`src/rtl/sum_cla_pkg.sv`:
```
// Shared definitions for the multi-cycle CLA adder: nibble width and FSM state encoding.
package sum_cla_pkg;

    localparam int NIB_W = 4;

    typedef enum logic [1:0] {
        ST_IDLE = 2'd0,
        ST_RUN  = 2'd1,
        ST_DONE = 2'd2
    } state_e;

endpackage

```
`src/rtl/sum_cla_multiciclo_if.sv`:
```
// Operand and result handshake bundle between a producer/consumer and sum_cla_multiciclo.
interface sum_cla_multiciclo_if #(
    parameter int WIDTH = 16
) ();
    logic             in_valid;
    logic             in_ready;
    logic [WIDTH-1:0] a;
    logic [WIDTH-1:0] b;
    logic             cin;
    logic             out_valid;
    logic             out_ready;
    logic [WIDTH-1:0] sum;
    logic             cout;
    logic             ovf;

    modport master (
        output in_valid, a, b, cin, out_ready,
        input  in_ready, out_valid, sum, cout, ovf
    );

    modport slave (
        input  in_valid, a, b, cin, out_ready,
        output in_ready, out_valid, sum, cout, ovf
    );
endinterface

```
`src/rtl/sum_cla_multiciclo_cla.sv`:
```
// sumCla: purely combinational 4-bit carry-lookahead adder stage.
module sumCla
    import sum_cla_pkg::*;
(
    input  logic [NIB_W-1:0] a_i,
    input  logic [NIB_W-1:0] b_i,
    input  logic             cin_i,
    output logic [NIB_W-1:0] sum_o,
    output logic             cout_o
);
    logic [NIB_W-1:0] p;
    logic [NIB_W-1:0] g;
    logic [NIB_W:0]   c;

    assign p = a_i ^ b_i;
    assign g = a_i & b_i;

    // Every carry is a flat sum of products of p/g/cin, so no ripple path exists.
    assign c[0] = cin_i;
    assign c[1] = g[0] | (p[0] & cin_i);
    assign c[2] = g[1] | (p[1] & g[0]) | (p[1] & p[0] & cin_i);
    assign c[3] = g[2] | (p[2] & g[1]) | (p[2] & p[1] & g[0])
                | (p[2] & p[1] & p[0] & cin_i);
    assign c[4] = g[3] | (p[3] & g[2]) | (p[3] & p[2] & g[1])
                | (p[3] & p[2] & p[1] & g[0]) | (p[3] & p[2] & p[1] & p[0] & cin_i);

    assign sum_o  = p ^ c[NIB_W-1:0];
    assign cout_o = c[NIB_W];
endmodule

```
`src/rtl/sum_cla_multiciclo.sv`:
```
// Multi-cycle WIDTH-bit adder: one nibble per cycle through a single sumCla, carry chained
// through a register, with valid/ready handshakes on operands and result.
module sum_cla_multiciclo
    import sum_cla_pkg::*;
#(
    parameter int WIDTH = 16
) (
    input  logic                clk,
    input  logic                rst,
    sum_cla_multiciclo_if.slave bus
);
    localparam int NIBBLES = WIDTH / NIB_W;
    localparam int IDX_W   = (NIBBLES > 1) ? $clog2(NIBBLES) : 1;
    localparam logic [IDX_W-1:0] LAST_IDX = IDX_W'(NIBBLES - 1);

    generate
        if ((WIDTH % NIB_W) != 0 || WIDTH < NIB_W) begin : g_bad_width
            $error("sum_cla_multiciclo: WIDTH must be a multiple of 4 and >= 4");
        end
    endgenerate

    state_e           state_q;
    logic [IDX_W-1:0] idx_q;
    logic [WIDTH-1:0] a_q;
    logic [WIDTH-1:0] b_q;
    logic             cin_q;
    logic             carry_q;
    logic [WIDTH-1:0] sum_q;
    logic             cout_q;
    logic             ovf_q;
    logic             out_valid_q;

    logic             accept;
    logic             cla_cin;
    logic [NIB_W-1:0] cla_sum;
    logic             cla_cout;

    assign bus.in_ready = (state_q == ST_IDLE) && !rst;
    assign accept       = bus.in_valid && bus.in_ready;
    assign cla_cin      = (idx_q == '0) ? cin_q : carry_q;

    // Operands shift right each RUN cycle so the active nibble always sits in bits [3:0].
    sumCla u_cla (
        .a_i    (a_q[NIB_W-1:0]),
        .b_i    (b_q[NIB_W-1:0]),
        .cin_i  (cla_cin),
        .sum_o  (cla_sum),
        .cout_o (cla_cout)
    );

    // NOTE: operand registers carry no reset; they are always loaded on accept before use.
    always_ff @(posedge clk) begin
        if (accept) begin
            a_q   <= bus.a;
            b_q   <= bus.b;
            cin_q <= bus.cin;
        end else if (state_q == ST_RUN) begin
            a_q <= a_q >> NIB_W;
            b_q <= b_q >> NIB_W;
        end
    end

    // NOTE: sequential state uses non-blocking assignments so every register samples pre-edge values.
    always_ff @(posedge clk) begin
        if (rst) begin
            state_q     <= ST_IDLE;
            idx_q       <= '0;
            carry_q     <= 1'b0;
            sum_q       <= '0;
            cout_q      <= 1'b0;
            ovf_q       <= 1'b0;
            out_valid_q <= 1'b0;
        end else begin
            case (state_q)
                ST_IDLE: begin
                    if (accept) begin
                        state_q <= ST_RUN;
                        idx_q   <= '0;
                    end
                end
                ST_RUN: begin
                    sum_q[idx_q*NIB_W +: NIB_W] <= cla_sum;
                    carry_q                     <= cla_cout;
                    idx_q                       <= idx_q + 1'b1;
                    if (idx_q == LAST_IDX) begin
                        state_q     <= ST_DONE;
                        out_valid_q <= 1'b1;
                        cout_q      <= cla_cout;
                        ovf_q       <= (a_q[NIB_W-1] == b_q[NIB_W-1])
                                    && (cla_sum[NIB_W-1] != a_q[NIB_W-1]);
                    end
                end
                ST_DONE: begin
                    if (out_valid_q && bus.out_ready) begin
                        state_q     <= ST_IDLE;
                        out_valid_q <= 1'b0;
                    end
                end
                default: begin
                    state_q     <= ST_IDLE;
                    out_valid_q <= 1'b0;
                end
            endcase
        end
    end

    assign bus.out_valid = out_valid_q;
    assign bus.sum       = sum_q;
    assign bus.cout      = cout_q;
    assign bus.ovf       = ovf_q;
endmodule

```
`src/flat_wrapper.sv`:
```
// flat-port wrapper written by rule: the top's interface ports become plain ports
module sum_cla_multiciclo_flat import sum_cla_pkg::*;
#(
    parameter int WIDTH = 16
)
  (clk, rst, bus_in_valid, bus_a, bus_b, bus_cin, bus_out_ready, bus_in_ready, bus_out_valid, bus_sum, bus_cout, bus_ovf);
  sum_cla_multiciclo_if #(.WIDTH(WIDTH)) bus_i ();
  input  logic clk;
  input  logic rst;
  input wire logic [$bits(bus_i.in_valid)-1:0] bus_in_valid;
  input wire logic [$bits(bus_i.a)-1:0] bus_a;
  input wire logic [$bits(bus_i.b)-1:0] bus_b;
  input wire logic [$bits(bus_i.cin)-1:0] bus_cin;
  input wire logic [$bits(bus_i.out_ready)-1:0] bus_out_ready;
  output wire logic [$bits(bus_i.in_ready)-1:0] bus_in_ready;
  output wire logic [$bits(bus_i.out_valid)-1:0] bus_out_valid;
  output wire logic [$bits(bus_i.sum)-1:0] bus_sum;
  output wire logic [$bits(bus_i.cout)-1:0] bus_cout;
  output wire logic [$bits(bus_i.ovf)-1:0] bus_ovf;
  assign bus_i.in_valid = bus_in_valid;
  assign bus_i.a = bus_a;
  assign bus_i.b = bus_b;
  assign bus_i.cin = bus_cin;
  assign bus_i.out_ready = bus_out_ready;
  assign bus_in_ready = bus_i.in_ready;
  assign bus_out_valid = bus_i.out_valid;
  assign bus_sum = bus_i.sum;
  assign bus_cout = bus_i.cout;
  assign bus_ovf = bus_i.ovf;
  sum_cla_multiciclo #(.WIDTH(WIDTH)) u_core (.clk(clk), .rst(rst), .bus(bus_i));
endmodule
```
`config.mk`:
```
export PLATFORM = sky130hd
export DESIGN_NAME = sum_cla_multiciclo_flat
export DESIGN_NICKNAME = d
export VERILOG_FILES = /design/src/rtl/sum_cla_pkg.sv /design/src/rtl/sum_cla_multiciclo_if.sv /design/src/rtl/sum_cla_multiciclo_cla.sv /design/src/rtl/sum_cla_multiciclo.sv /design/src/flat_wrapper.sv
export SDC_FILE = /design/constraint.sdc
export NUM_CORES = 1
export LEC_CHECK = 0
export CORE_MARGIN = 8
export CORE_UTILIZATION = 45
export CTS_CLUSTER_SIZE = 20
export DETAILED_ROUTE_END_ITERATION = 12
export GPL_TIMING_DRIVEN = 0
export PLACE_DENSITY = 0.82
export SYNTH_ARGS = -nofsm -noshare
export SYNTH_HDL_FRONTEND = slang
export SYNTH_HIERARCHICAL = 1
export SYNTH_SLANG_ARGS = --single-unit
```
`constraint.sdc`:
```
create_clock -name clk -period 2.55 [get_ports clk]
set_input_delay 0.51 -clock clk [delete_from_list [all_inputs] [get_ports clk]]
set_output_delay 0.51 -clock clk [all_outputs]
set_load 0.01 [all_outputs]
```
Word level (Yosys, flattened, before mapping)

Index checks and enable logic that the tools add are counted.
W data, S select, Z words.

Logic and storage cells: 80
Bits in registers: 57
Input port bits: 37

Reduce and logical (&&, ||, !) cells: 13
$add $sub $neg: 2
Equal/unequal tests: 8
Bitwise gates (word level): 30
Multiplexer cells: 15
Shift operators: 2

Operator list:

| kind                      | count |
|---|---|
| $mux W16                  | 4 |
| $neg A4 Y34               | 1 |
| $shift A4 B34 Y16 const A | 1 |
| $shiftx A4 B34 Y16        | 1 |
| $and A1 B1 Y1             | 16 |
| $bwmux W16                | 1 |
| $or A1 B1 Y1              | 10 |
| $mux W2                   | 4 |
| $xor A4 B4 Y4             | 2 |
| $pmux W2 S3               | 1 |
| $reduce_and A3 Y1         | 2 |
| $and A4 B4 Y4             | 1 |
| $eq A2 B2 Y1 const B      | 2 |
| $logic_and A1 B1 Y1       | 4 |
| $logic_not A2 Y1          | 2 |
| $ne A2 B1 Y1 const B      | 2 |
| $pmux W2 S2               | 1 |
| $reduce_and A2 Y1         | 2 |
| $reduce_bool A2 Y1        | 2 |
| $mux W1                   | 3 |
| $pmux W1 S3               | 1 |
| $add A2 B1 Y2 const B     | 1 |
| $eq A2 B1 Y1 const B      | 1 |
| $ne A2 B2 Y1 const B      | 1 |
| other kinds (4)           | 4 |

Depth between registers and ports, before layout

Word-level depth: 8
Gate-level depth with buffers: 10
Gate-level depth less buffers: 9

Hierarchy

Netlist, hierarchy kept.

Modules (own cells, without submodules):

| module             | seq. area each (sq um) | cells an instance | instances | area an instance (sq um) |
|---|---|---|---|---|
| sum_cla_multiciclo | 1471.4                 | 248               | 1         | 2469.9 |
| sumCla             | 0.0                    | 17                | 1         | 147.6 |

Least setup slack after synthesis

OpenSTA, ideal clock, no wires.

Path type: flip-flop to flip-flop
Start point: reg u_core.idx_q[0]
End point: reg u_core.ovf_q (netlist: u_core/bus.ovf)
Arrival: 2419 ps
Path slack: 40 ps
Path buffers: 1
Data required time: 2459 ps
Cell stages (with the launch flop): 10
Period minus slack after synthesis: 2510 ps
Setup time: 91 ps
Path through: dfxtp_1 > buf_2 > inv_1 > ha_1 > mux2_2 > a21o_1 > a31o_1 > xor2_1 > or3b_2 > a311oi_1

Longest elaborated chain between the ends: 7
Elaborated cells on any way between the ends: 9
Classes of those cells: eq/ne: 2; mux: 1; bitwise: 3; reduce/logical: 3

RTL lines:

| item                        | line                         | text |
|---|---|---|
| start: declaration          | sum_cla_multiciclo.sv:23     | `logic [IDX_W-1:0] idx_q;` |
| start signal: assignment    | sum_cla_multiciclo.sv:84     | `idx_q <= idx_q + 1'b1;` |
| $logic_not A2 Y1            | sum_cla_multiciclo.sv:40     | `assign cla_cin = (idx_q == '0) ? cin_q : carry_q;` |
| $mux W1                     | sum_cla_multiciclo.sv:40     |  |
| named net u_core.cla_cin    | sum_cla_multiciclo.sv:34     | `logic cla_cin;` |
| $and A1 B1 Y1               | sum_cla_multiciclo_cla.sv:23 | `\| (p[2] & p[1] & p[0] & cin_i);` |
| $or A1 B1 Y1                | sum_cla_multiciclo_cla.sv:23 |  |
| $xor A4 B4 Y4               | sum_cla_multiciclo_cla.sv:27 | `assign sum_o = p ^ c[NIB_W-1:0];` |
| named net u_core.cla_sum[3] | sum_cla_multiciclo.sv:35     | `logic [NIB_W-1:0] cla_sum;` |
| $ne A1 B1 Y1                | sum_cla_multiciclo.sv:90     | `&& (cla_sum[NIB_W-1] != a_q[NIB_W-1]);` |
| $logic_and A1 B1 Y1         | sum_cla_multiciclo.sv:90     |  |
| end signal: assignment      | sum_cla_multiciclo.sv:89     | `ovf_q <= (a_q[NIB_W-1] == b_q[NIB_W-1])` |
| end: declaration            | sum_cla_multiciclo.sv:30     | `logic ovf_q;` |

The timed path passes the listed nets, and every way through them passes these cells.
A chain may end at the register's enable or synchronous reset.

Worst setup path after layout

Start point: reg u_core.idx_q[0]
End point: reg u_core.sum_q[15] (netlist: u_core/bus.sum[15])

Longest elaborated chain between the ends: 7
Elaborated cells on any way between the ends: 13
Classes of those cells: add/sub: 1; shift: 2; mux: 2; bitwise: 7; reduce/logical: 1

RTL lines:

| item                           | line                         | text |
|---|---|---|
| $logic_not A2 Y1               | sum_cla_multiciclo.sv:40     |  |
| $mux W1                        | sum_cla_multiciclo.sv:40     |  |
| named net u_core.cla_cin       | sum_cla_multiciclo.sv:34     |  |
| $and A1 B1 Y1                  | sum_cla_multiciclo_cla.sv:23 |  |
| $or A1 B1 Y1                   | sum_cla_multiciclo_cla.sv:23 |  |
| $xor A4 B4 Y4                  | sum_cla_multiciclo_cla.sv:27 |  |
| named net u_core.cla_sum[3]    | sum_cla_multiciclo.sv:35     |  |
| $shiftx A4 B34 Y16             | sum_cla_multiciclo.sv:82     | `sum_q[idx_q*NIB_W +: NIB_W] <= cla_sum;` |
| $bwmux W16                     | sum_cla_multiciclo.sv:82     |  |
| end signal: indexed assignment | sum_cla_multiciclo.sv:82     |  |
| end: declaration               | sum_cla_multiciclo.sv:28     | `logic [WIDTH-1:0] sum_q;` |

The timed path passes the listed nets, and every way through them passes these cells.

==> flow_metrics.env <==
export IMPL_die_width_um=92.3
export IMPL_whs_ns=0.452
export IMPL_num_vias=2080
export IMPL_h_tree_depth=3
export IMPL_first_iter_violations=126
export IMPL_area_delta_synth_final_pct=36.6
export IMPL_synthDistinctLibCells=34
export IMPL_fillers=446
export IMPL_overflow=0
export IMPL_layout_commonest_cell="nand2_1"
export IMPL_antenna_found_initial=0
export IMPL_start_util_pct=47.0
export IMPL_post_place_ws_ns=-0.701
export IMPL_clk_path_buf_depth=2
export IMPL_grt_pass1_vias=2143
export IMPL_num_rows=27
export IMPL_yosysWarnings=6
export IMPL_gr_max_usage_layer="met2"
export IMPL_hold_viol=0
export IMPL_setup_violations=0
export IMPL_die_y_um=92.3
export IMPL_relSlewSlack_pct=58.6
export IMPL_drv_slew=0
export IMPL_fin_skew_ns=0.00599
export IMPL_worst_setup_path_start_kind="flip-flop"
export IMPL_wire_per_inst_um=14.6
export IMPL_synth_seq_cells=57
export IMPL_core_um2=5570
export IMPL_cts_tree="yes"
export IMPL_grt_max_degree=33
export IMPL_io_pins=57
export IMPL_end_kind="flip-flop"
export IMPL_synthCells=265
export IMPL_gr_usage_met1_pct=15.2
export IMPL_synth_async_reset_ratio_pct=0
export IMPL_tightestPinTransition_ns=0.613
export IMPL_hold_buffers=0
export IMPL_maxCapViolCount=0
export IMPL_synth_nets=312
export IMPL_ctsRootBufferMaster="clkbuf_8"
export IMPL_io_buffers=56
export IMPL_reg2reg_slack_ns=0.09
export IMPL_final_cell_mix="nand2_1, clkdlybuf4s50_1, edfxtp_1"
export IMPL_met3_usage_pct=5.54
export IMPL_diodes=0
export IMPL_synth_area_per_cell_um2=9.88
export IMPL_ant_nets=0
export IMPL_stdcell_area_um2=3570
export IMPL_synth_area_um2=2620
export IMPL_clkLatencyLatePin_ns=0.33
export IMPL_grt_pass1_wl_mm=9.86
export IMPL_peakVddDrop_mv=0.320
export IMPL_finalCritPeriodShare_pct=96.4
export IMPL_holdPathEnd="u_core/bus.sum[6]"
export IMPL_drcViolationCount=0
export IMPL_placed_area_um2=3270
export IMPL_r2r_start="u_core/idx_q[0]"
export IMPL_setup_ws_ns=0.0921
export IMPL_routabilityCongestion=0.808
export IMPL_synth_seq_area_share_pct=56.2
export IMPL_power_leakage_nw=1.42
export IMPL_r2r_cells=10
export IMPL_grt_usage_pct=14.7
export IMPL_vias_per_cell=5.05
export IMPL_grt_use_met2_pct=25.0
export IMPL_powerDensity_nw_per_um2=685
export IMPL_synth_enable_flop_cells=33
export IMPL_min_from="u_core/bus.sum[6]"
export IMPL_required_ns=2.82
export IMPL_drive_above_1_share_pct=10.3
export IMPL_dp_final_hpwl_mm=4.23
export IMPL_die_area_um2=8510
export IMPL_cp_arrival_ns=2.73
export IMPL_finalCriticalPeriod_ns=2.46
export IMPL_status="finished clean"
export IMPL_worst_hold_path_type="flip-flop to flip-flop"
export IMPL_worst_setup_path_type="flip-flop to flip-flop"
export IMPL_clock_sink_count=57
export IMPL_min_path_cells=2
export IMPL_clkTransAtPathRegs_ns=0.06
export IMPL_rsz0062_at_grt="false"
export IMPL_firstDrtPassIters=4
export IMPL_total_power_mw=2.45
export IMPL_finalNetCount=382
export IMPL_synth_main_ff_cell="edfxtp_1"
export IMPL_r2r_end="u_core/bus.sum[15]"
export IMPL_crit_fanout=10
export IMPL_cts_made_buffers=9
export IMPL_max_freq_ghz=0.407
export IMPL_finalWirelength_mm=6.01
==> kinds of logic after synthesis <==
kind of cell    count (synthesis)  synth area share [%]
simple gates                  141                  25.6
flops                          57                  56.2
compound gates                 28                  6.60
buf+inv                        25                  5.11
fa+ha+maj                      10                  5.07
xor+xnor                        3                  1.00
mux                             1                 0.430
==> per-layer routing <==
| layer | vias to the layer above | wire length, um |
|---|---|---|
| met5 | - | 0 |
| met4 | 0 | 148 |
| met3 | 16 | 411 |
| met2 | 61 | 3080 |
| met1 | 958 | 2370 |
| li1 | 1045 | - |
==> final cells by class <==
type	count	area, um^2	share of cell area, %
clock buffer	10	128	3.57
timing repair buffer	59	586	16.4
tap	72	90.1	2.52
multi-input combinational	183	1050	29.3
clock inverter	6	106	2.98
inverter	12	52.6	1.47
sequential	57	1470	41.2
buffer	13	91.3	2.56
==> synthesized netlist by cell type, types with 2 or more instances <==
cell type  instances  area (um^2)
dfxtp_1           24          480
nand2_1           91          342
nand3b_1           7         52.6
ha_1               9          113
nor2b_1            3         18.8
a21oi_1           16         80.1
a21o_1             3         22.5
nor2_1             3         11.3
nand4_1            7         43.8
buf_2              4         20.0
and2_1             8         50.1
inv_1             11         41.3
nand3_1            7         35.0
o21ai_0            2         10.0
buf_6              4         45.0
and3b_1            4         35.0
edfxtp_1          33          991
clkbuf_1           5         18.8
xnor2_1            2         17.5
o32ai_1            4         35.0
nand2b_1           5         31.3
==> how the worst max path moves through the flow <==
stage	to	slack, ns	start	cells after the start
after floorplan	u_core/bus.ovf	0.04	u_core/idx_q[0]	9
after global placement	u_core/b_q[12]	-0.68	rst	5
after detailed placement	u_core/b_q[13]	-0.70	rst	5
after CTS	bus_in_ready	0.004	rst	4
after global routing	u_core/bus.sum[15]	0.03	u_core/idx_q[0]	10
final	u_core/bus.sum[15]	0.09	u_core/idx_q[0]	10
==> per-stage QoR <==
step	instances	utilization, %	setup TNS, ns
after floorplan	265	-	0
after global placement	393	58.6	-22.23
after detailed placement	393	58.6	-23.06
after CTS	411	63.6	0
after global routing	412	64.1	0
final	412	64.1	0
==> timing repair <==
item	in CTS	in global routing
gates resized for setup	7	9
setup endpoints to repair	35	36
pin swaps	2	1
setup buffers	2	1
==> critical path, cell delays in order (launching register included) <==
cell and delay (ns):
dfxtp_2 0.34, buf_6 0.14, inv_4 0.08, ha_4 0.15, mux2_2 0.35, a21o_1 0.17, a31o_1 0.21, xor2_2 0.21
nor4bb_1 0.50, nand3_1 0.15, nand2_1 0.08
==> sequential cells by signal, indices dropped and copies added, names as in the netlist <==
register and count:
u_core/bus.ovf 1, u_core/bus.sum 16, u_core/a_q 16, u_core/carry_q 1, u_core/cin_q 1, u_core/idx_q 2, u_core/state_q 2, u_core/bus.cout 1
u_core/bus.out_valid 1, u_core/b_q 16
==> power breakdown <==
| part | internal (mW) | switching (mW) |
|---|---|---|
| Sequential | 1.05 | 0.0229 |
| Combinational | 0.184 | 0.195 |
| Clock | 0.644 | 0.351 |
No activity file was read; power rests on OpenSTA's default activity.
